==> src/rtl/cc_sidecomparator_dir.sv <==
// Ball-position side comparator with direction tracking.
// Watches a one-hot position bus on strobed samples, reports when the ball
// sits at the left/right edge (active-low levels), pulses once on entry to
// an edge, tracks the direction of travel and counts edge hits.
// Non-one-hot samples are flagged and otherwise ignored.
// Legal parameters: RIGHTPOS < LEFTPOS < DATAWIDTH.

module cc_sidecomparator_dir #(
  parameter int SIDECOMPARATOR_DATAWIDTH  = 8,
  parameter int SIDECOMPARATOR_LEFTPOS    = 7,
  parameter int SIDECOMPARATOR_RIGHTPOS   = 4,
  parameter int SIDECOMPARATOR_COUNTWIDTH = 8
) (
  input  logic                                 CC_SIDECOMPARATOR_DIR_CLOCK_50,
  input  logic                                 CC_SIDECOMPARATOR_DIR_RESET_InHigh,
  input  logic                                 CC_SIDECOMPARATOR_DIR_sample_In,
  input  logic [SIDECOMPARATOR_DATAWIDTH-1:0]  CC_SIDECOMPARATOR_DIR_data_InBUS,
  output logic                                 CC_SIDECOMPARATOR_DIR_izquierda_OutLow,
  output logic                                 CC_SIDECOMPARATOR_DIR_derecha_OutLow,
  output logic                                 CC_SIDECOMPARATOR_DIR_hitIzquierda_OutLow,
  output logic                                 CC_SIDECOMPARATOR_DIR_hitDerecha_OutLow,
  output logic                                 CC_SIDECOMPARATOR_DIR_dir_Out,
  output logic                                 CC_SIDECOMPARATOR_DIR_active_Out,
  output logic [SIDECOMPARATOR_COUNTWIDTH-1:0] CC_SIDECOMPARATOR_DIR_hitCount_OutBUS,
  output logic                                 CC_SIDECOMPARATOR_DIR_invalid_Out
);

  typedef enum logic [1:0] {
    IDLE    = 2'd0,
    MOV_IZQ = 2'd1,
    MOV_DER = 2'd2
  } state_e;

  state_e state_q, state_d;

  // Edge levels double as the record of where the last valid sample was:
  // a low level means the last valid sample sat on that edge.
  logic izq_q, izq_d;
  logic der_q, der_d;
  logic hit_izq_q, hit_izq_d;
  logic hit_der_q, hit_der_d;
  logic inv_q, inv_d;
  logic [SIDECOMPARATOR_COUNTWIDTH-1:0] cnt_q, cnt_d;

  logic clk;
  logic rst;
  logic onehot;
  logic valid;
  logic at_left;
  logic at_right;
  logic hit_left;
  logic hit_right;

  assign clk      = CC_SIDECOMPARATOR_DIR_CLOCK_50;
  assign rst      = CC_SIDECOMPARATOR_DIR_RESET_InHigh;
  assign onehot   = $onehot(CC_SIDECOMPARATOR_DIR_data_InBUS);
  assign valid    = CC_SIDECOMPARATOR_DIR_sample_In && onehot;
  assign at_left  = valid && CC_SIDECOMPARATOR_DIR_data_InBUS[SIDECOMPARATOR_LEFTPOS];
  assign at_right = valid && CC_SIDECOMPARATOR_DIR_data_InBUS[SIDECOMPARATOR_RIGHTPOS];
  // Entry to an edge only counts when the previous valid sample was elsewhere.
  assign hit_left  = at_left  && izq_q;
  assign hit_right = at_right && der_q;

  // State register; reset wins over any simultaneous sample.
  always_ff @(posedge clk) begin
    // NOTE: sequential state uses non-blocking assignments so every register
    // samples pre-edge values regardless of block ordering.
    if (rst) state_q <= IDLE;
    else     state_q <= state_d;
  end

  // Next-state logic: only valid samples move the direction FSM.
  always_comb begin
    // NOTE: default assignment first so no path leaves state_d unassigned
    // and no latch is inferred.
    state_d = state_q;
    if (valid) begin
      unique case (state_q)
        IDLE:    state_d = at_left ? MOV_DER : MOV_IZQ;
        MOV_IZQ: if (at_left)  state_d = MOV_DER;
        MOV_DER: if (at_right) state_d = MOV_IZQ;
        default: state_d = IDLE;
      endcase
    end
  end

  // Moore outputs decoded from the registered state.
  always_comb begin
    CC_SIDECOMPARATOR_DIR_dir_Out    = (state_q == MOV_DER);
    CC_SIDECOMPARATOR_DIR_active_Out = (state_q != IDLE);
  end

  // Next values for edge levels, hit pulses, counter and invalid flag.
  always_comb begin
    izq_d     = izq_q;
    der_d     = der_q;
    hit_izq_d = ~hit_left;
    hit_der_d = ~hit_right;
    inv_d     = CC_SIDECOMPARATOR_DIR_sample_In && !onehot;
    cnt_d     = cnt_q;
    if (valid) begin
      izq_d = ~at_left;
      der_d = ~at_right;
    end
    // Left and right hits are mutually exclusive for a one-hot sample.
    if ((hit_left || hit_right) && (cnt_q != '1)) begin
      cnt_d = cnt_q + 1'b1;
    end
  end

  // Datapath registers with synchronous reset to idle values.
  always_ff @(posedge clk) begin
    if (rst) begin
      izq_q     <= 1'b1;
      der_q     <= 1'b1;
      hit_izq_q <= 1'b1;
      hit_der_q <= 1'b1;
      inv_q     <= 1'b0;
      cnt_q     <= '0;
    end else begin
      izq_q     <= izq_d;
      der_q     <= der_d;
      hit_izq_q <= hit_izq_d;
      hit_der_q <= hit_der_d;
      inv_q     <= inv_d;
      cnt_q     <= cnt_d;
    end
  end

  assign CC_SIDECOMPARATOR_DIR_izquierda_OutLow    = izq_q;
  assign CC_SIDECOMPARATOR_DIR_derecha_OutLow      = der_q;
  assign CC_SIDECOMPARATOR_DIR_hitIzquierda_OutLow = hit_izq_q;
  assign CC_SIDECOMPARATOR_DIR_hitDerecha_OutLow   = hit_der_q;
  assign CC_SIDECOMPARATOR_DIR_hitCount_OutBUS     = cnt_q;
  assign CC_SIDECOMPARATOR_DIR_invalid_Out         = inv_q;

endmodule

==> config.mk <==
export PLATFORM = sky130hd
export DESIGN_NAME = cc_sidecomparator_dir
export DESIGN_NICKNAME = d
export VERILOG_FILES = /design/src/rtl/cc_sidecomparator_dir.sv
export SDC_FILE = /design/constraint.sdc
export NUM_CORES = 1
export LEC_CHECK = 0
export CAP_MARGIN = 30
export CORE_MARGIN = 2
export CORE_UTILIZATION = 50
export CTS_CLUSTER_SIZE = 28
export DETAILED_ROUTE_END_ITERATION = 10
export PLACE_DENSITY = 0.83
export SYNTH_ARGS = -nofsm -noshare
export SYNTH_HDL_FRONTEND = slang
export SYNTH_SLANG_ARGS = --single-unit
==> constraint.sdc <==
create_clock -name CC_SIDECOMPARATOR_DIR_CLOCK_50 -period 6.4 [get_ports CC_SIDECOMPARATOR_DIR_CLOCK_50]
set_input_delay 1.28 -clock CC_SIDECOMPARATOR_DIR_CLOCK_50 [delete_from_list [all_inputs] [get_ports CC_SIDECOMPARATOR_DIR_CLOCK_50]]
set_output_delay 1.28 -clock CC_SIDECOMPARATOR_DIR_CLOCK_50 [all_outputs]
set_load 0.03 [all_outputs]
# Word-level counts from Yosys, hierarchy flattened
# Index checks and enable logic that the tools add are counted.
# totals
regBits	15
input_bits	11
output_inout_bits	15
word_cells	41
# classes
addsub	8
eq_ne	6
n_mux	4
bitwise	4
reduce_logical	12
# op_table
operator	n
adder 1 x 1 -> 2 bit	4
adder 8 x 1 -> 8 bit, second input constant	1
!= test 8 bit, second input constant	1
logical AND 1 bit	7
adder 2 x 2 -> 3 bit	2
two-way mux 2 bit	3
case mux 2 bit (3 select lines)	1
adder 3 x 3 -> 4 bit	1
== test 4 x 1 -> 1 bit, second input constant	1
inverter 1 bit	4
AND reduction 3 bit	1
== test 2 x 1 -> 1 bit, second input constant	1
== test 2 bit, second input constant	1
zero test 2 bit	1
!= test 2 x 1 -> 1 bit, second input constant	1
!= test 2 bit, second input constant	1
nonzero test 2 bit	1
zero test 1 bit	1
logical OR 1 bit	1

# Longest topological paths before layout
# logic_depth
word_depth	9
ltp_mapped	13
ltp_nobuf	12

# Least setup slack after synthesis
# OpenSTA, ideal clock, no wires.
# synth_timing
kind	input port to flip-flop
start	input CC_SIDECOMPARATOR_DIR_data_InBUS[0]
end	register cnt_q[5], in the netlist CC_SIDECOMPARATOR_DIR_hitCount_OutBUS[5]
setup_ns	0.121
arrival_time_ns	4.478
required_time_ns	6.279
setup_slack_ns	1.801
path_stages	13
n_path_buf	1
cell_sequence	inv_1 -> fa_1 -> fa_1 -> fa_1 -> inv_1 -> ha_1 -> inv_1 -> fa_1 -> and3_1 -> clkbuf_4 -> nand2_2 -> nor4_1 -> mux2_2
# synth_between
elab_chain_len	9
word_cells_on_any_way	11
cone_classes	3 x add/sub; 1 x eq/ne; 7 x reduce/logical
# synth_lines
item	line	source
from (decl)	17	input logic [SIDECOMPARATOR_DATAWIDTH-1:0] CC_SIDECOMPARATOR_DIR_data_InBUS,
adder 1 x 1 -> 2 bit (not written as such) (*)	56	assign onehot = $onehot(CC_SIDECOMPARATOR_DIR_data_InBUS);
adder 2 x 2 -> 3 bit (not written as such) (*)	56	
adder 3 x 3 -> 4 bit (not written as such) (*)	56	
== test 4 x 1 -> 1 bit (*)	56	
logical AND 1 bit (*)	57	assign valid = CC_SIDECOMPARATOR_DIR_sample_In && onehot;
logical AND 1 bit (on tied branches)	58, 59	
logical AND 1 bit (on tied branches)	61, 62	
logical OR 1 bit (*)	106	if ((hit_left || hit_right) && (cnt_q != '1)) begin
logical AND 1 bit (*)	106	
to (signal assigned)	126	cnt_q <= cnt_d;
to (decl)	43	logic [SIDECOMPARATOR_COUNTWIDTH-1:0] cnt_q, cnt_d;
# Every way passes the cells marked *; elsewhere a longest branch is shown, timed or not.
# A chain may end at the register's enable or synchronous reset.

# Worst setup path in the final report
# Same ends and word-level chain as after synthesis.

==> impl_metrics.ini <==
[timing]
period_share_pct = 78.5
grt_setup_unrepaired = no
setup_ws_ns = 1.37
fmax_mhz = 199
final-setup-viol-count = 0
relSlewSlack_pct = 46.6
clock_skew_ns = 0.00238
worstMarginPinSlew_ns = 0.786
finalHoldViolCount = 0
final_max_slew_viol_count = 0
setup_tns_ns = 0
holdWs_ns = 0.426
min_period_ns = 5.03

[drt]
wl_um = 1980
via_per_inst = 5.63
dr.pass1.iters = 4
vias = 873
wire_per_inst_um = 12.8
antenna_left = 0
drt-initial-drc-count = 20
drcViolationCount = 0

[logic_synthesis]
syn_nets = 123
ys.warnings.count = 0
synth_compound_area_share_pct = 20.1
synthMuxAreaShare_pct = 3.92
synthAdderAreaFrac_pct = 14.1
syn_inst = 104
synth-xor-area-share_pct = 0
synth_top_family_by_area = simple AND/OR/NAND/NOR gates
yosys.area_share.simple_pct = 21.6
yosysUniqueCellTypes = 33
syn-cell-area_um2 = 926
synth_seq_area_share_pct = 32.4
syn_avg_cell_area_um2 = 8.90
ys_ff_latch = 15

[die]
die_y_um = 47.0
io_pins = 26
die_x_um = 47.0
die_area_mm2 = 0.00221
core_region_area_mm2 = 0.00173
rows = 15
initial_core_util_pct = 53.6

[setup_path]
cp.arrival_ns = 5.20
r2r-end = CC_SIDECOMPARATOR_DIR_hitCount_OutBUS[6]$_SDFFE_PP0P_
worstReg2RegStart = CC_SIDECOMPARATOR_DIR_hitCount_OutBUS[0]$_SDFFE_PP0P_
cp_max_fo = 17
cp-end-kind = flip-flop
path_class = primary input to flip-flop
r2r_slack_ns = 4.65
endpoint = CC_SIDECOMPARATOR_DIR_hitCount_OutBUS[5]$_SDFFE_PP0P_
critPathLaunchType = primary input
reg2reg_depth = 4
crit_required_ns = 6.57
critical_path.startpoint = CC_SIDECOMPARATOR_DIR_data_InBUS[0]

[worst_hold_path]
hold_path_class = flip-flop to flip-flop

[placement]
finalWeightedCongestion = 0.855
io_buffer_count = 25
dp_hpwl_um = 1560
preCtsSetupSlack_ns = 1.07

[layout]
area_growth_pct = 31.6
final_layout_size_suffix_gt1_share_pct = 13.1
nets = 150
final_util_pct = 70.6
diodes = 0
nFillCells = 142

[flow_run]
cap_violations = 0

[global_route]
grt_usage_pct = 19.7
grt_max_degree = 18
grt_overflow_total = 0
grt_pass1_wl_um = 3120
grt_pass1_vias = 763
antenna_found_initial = 0

[clock_network]
clk_pin_slew_ns = 0.09
holdBufCountCts = 0
cts_resized = 0
postCtsSetupBuffers = 0
cts_buffers = 3
clock-sinks = 15
clk_path_buf_depth = 2
insertion_delay_ns = 0.28
root_buffer = clkbuf_4
tritoncts = done
htreeDepth = 1

[power_and_ir_drop]
p_total_w = 0.000274
p_leak_nw = 0.489
vdd.ir_drop.worst_mv = 0.170
p_per_area_mw_per_mm2 = 224

[status]
status = finished, final reports clean
==> stage by stage <==
| stage | area [um2] | std cells |
|---|---|---|
| final | 1220 | 155 |
| after global routing | 1220 | 155 |
| after CTS | 1220 | 155 |
| after detailed placement | 1190 | 151 |
| after global placement | 1190 | 151 |
| after floorplan | 926 | 104 |
==> metal layers <==
| metal | track usage, % | share of wire [%] | vias to the layer above |
|---|---|---|---|
| li1 | - | - | 428 |
| met1 | 25.7 | 43 | 411 |
| met2 | 33.4 | 50 | 30 |
| met3 | 1.15 | 5.0 | 4 |
| met4 | 8.89 | 1.6 | 0 |
| met5 | 0 | 0 | - |
==> synth_stat cells <==
master / count / area (um2)
o221a_2: 2 / 22.5
nand2_2: 1 / 6.26
a22o_2: 1 / 10.0
buf_2: 1 / 5.00
dfxtp_1: 15 / 300
and3_1: 3 / 18.8
nand4_1: 3 / 18.8
nor4_1: 2 / 12.5
nand3b_1: 1 / 7.51
o211ai_4: 1 / 21.3
nor2b_1: 2 / 12.5
a211oi_1: 1 / 7.51
or4b_2: 1 / 10.0
inv_1: 15 / 56.3
o31ai_1: 4 / 30.0
or3_2: 1 / 7.51
mux2_2: 2 / 22.5
or2_2: 1 / 6.26
or3b_2: 1 / 8.76
a21oi_1: 9 / 45.0
o21ai_0: 6 / 30.0
a211oi_2: 1 / 12.5
buf_1: 1 / 3.75
nand3_1: 6 / 30.0
nor2_1: 3 / 11.3
nand2_1: 4 / 15.0
fa_1: 4 / 80.1
o211ai_1: 1 / 7.51
ha_1: 4 / 50.1
mux2i_2: 1 / 13.8
clkbuf_4: 1 / 7.51
or4_1: 4 / 30.0
nor3_1: 1 / 5.00
==> area by class of cell <==
type / count / area, um2 / area share (%)
inverter: 15 / 56.3 / 4.62
clock inverter: 1 / 5.00 / 0.411
clock buffer: 3 / 22.5 / 1.85
multi-input combinational: 71 / 553 / 45.4
tap: 25 / 31.3 / 2.57
timing repair buffer: 25 / 250 / 20.5
sequential: 15 / 300 / 24.6
==> placed cells by master, fill, tap and decap left out, types with 2 or more instances in the layout <==
cell type	Yosys	layout
inv_1	15	15
and3_1	3	3
fa_1	4	4
or4_1	4	4
nor4_1	2	2
o221a_2	2	2
nand4_1	3	3
mux2_2	2	2
clkdlybuf4s50_1	0	25
a21oi_1	9	9
o31ai_1	4	4
clkbuf_4	1	3
ha_1	4	4
nor2_1	3	3
nor2b_1	2	2
o21ai_0	6	6
nand2_1	4	4
dfxtp_1	15	15
nand3_1	6	6
==> worst max-delay path, stage by stage <==
cell,delay (ns)
clkdlybuf4s50_1,0.46
inv_1,0.05
fa_1,0.54
fa_1,0.43
fa_1,0.43
inv_1,0.06
ha_1,0.16
inv_1,0.06
fa_1,0.43
a211oi_2,0.27
mux2i_2,0.26
nor4_1,0.37
mux2_2,0.37
==> cell families (layout without fill, tap and decap cells) <==
group	count (synthesis)	in the layout
buffers and inverters	18	44
adders and majority gates	8	8
and+or+nand+nor	34	34
DFF	15	15
AOI/OAI and AO/OA	26	26
muxes	3	3
==> where the power goes <==
group / switching, W / internal (W) / leakage, nW / total (W)
Sequential: 0.00000469 / 0.0000994 / 0.122 / 0.000104
Clock: 0.0000310 / 0.0000231 / 0.0177 / 0.0000541
Combinational: 0.0000685 / 0.0000468 / 0.350 / 0.000115
Total: 0.000104 / 0.000169 / 0.489 / 0.000274
==> worst min path at each step <==
stage	from	endpoint	slack, ns	depth (start not counted)
floorplan	state_q[0]$_SDFFE_PP0P_	state_q[0]$_SDFFE_PP0P_	0.51	2
global placement	CC_SIDECOMPARATOR_DIR_derecha_OutLow$_SDFFE_PP1P_	CC_SIDECOMPARATOR_DIR_hitDerecha_OutLow$_SDFF_PP1_	0.41	1
detailed placement	CC_SIDECOMPARATOR_DIR_derecha_OutLow$_SDFFE_PP1P_	CC_SIDECOMPARATOR_DIR_hitDerecha_OutLow$_SDFF_PP1_	0.41	1
CTS	CC_SIDECOMPARATOR_DIR_derecha_OutLow$_SDFFE_PP1P_	CC_SIDECOMPARATOR_DIR_hitDerecha_OutLow$_SDFF_PP1_	0.43	1
global route	CC_SIDECOMPARATOR_DIR_izquierda_OutLow$_SDFFE_PP1P_	CC_SIDECOMPARATOR_DIR_hitIzquierda_OutLow$_SDFF_PP1_	0.46	1
finish	CC_SIDECOMPARATOR_DIR_derecha_OutLow$_SDFFE_PP1P_	CC_SIDECOMPARATOR_DIR_hitDerecha_OutLow$_SDFF_PP1_	0.43	1
==> flip-flops by register name, summed over array words and instances (netlist names) <==
register	count
CC_SIDECOMPARATOR_DIR_hitCount_OutBUS	8
state_q	2
CC_SIDECOMPARATOR_DIR_derecha_OutLow	1
CC_SIDECOMPARATOR_DIR_hitDerecha_OutLow	1
CC_SIDECOMPARATOR_DIR_hitIzquierda_OutLow	1
CC_SIDECOMPARATOR_DIR_invalid_Out	1
CC_SIDECOMPARATOR_DIR_izquierda_OutLow	1
No activity file was read; power rests on OpenSTA's default activity.
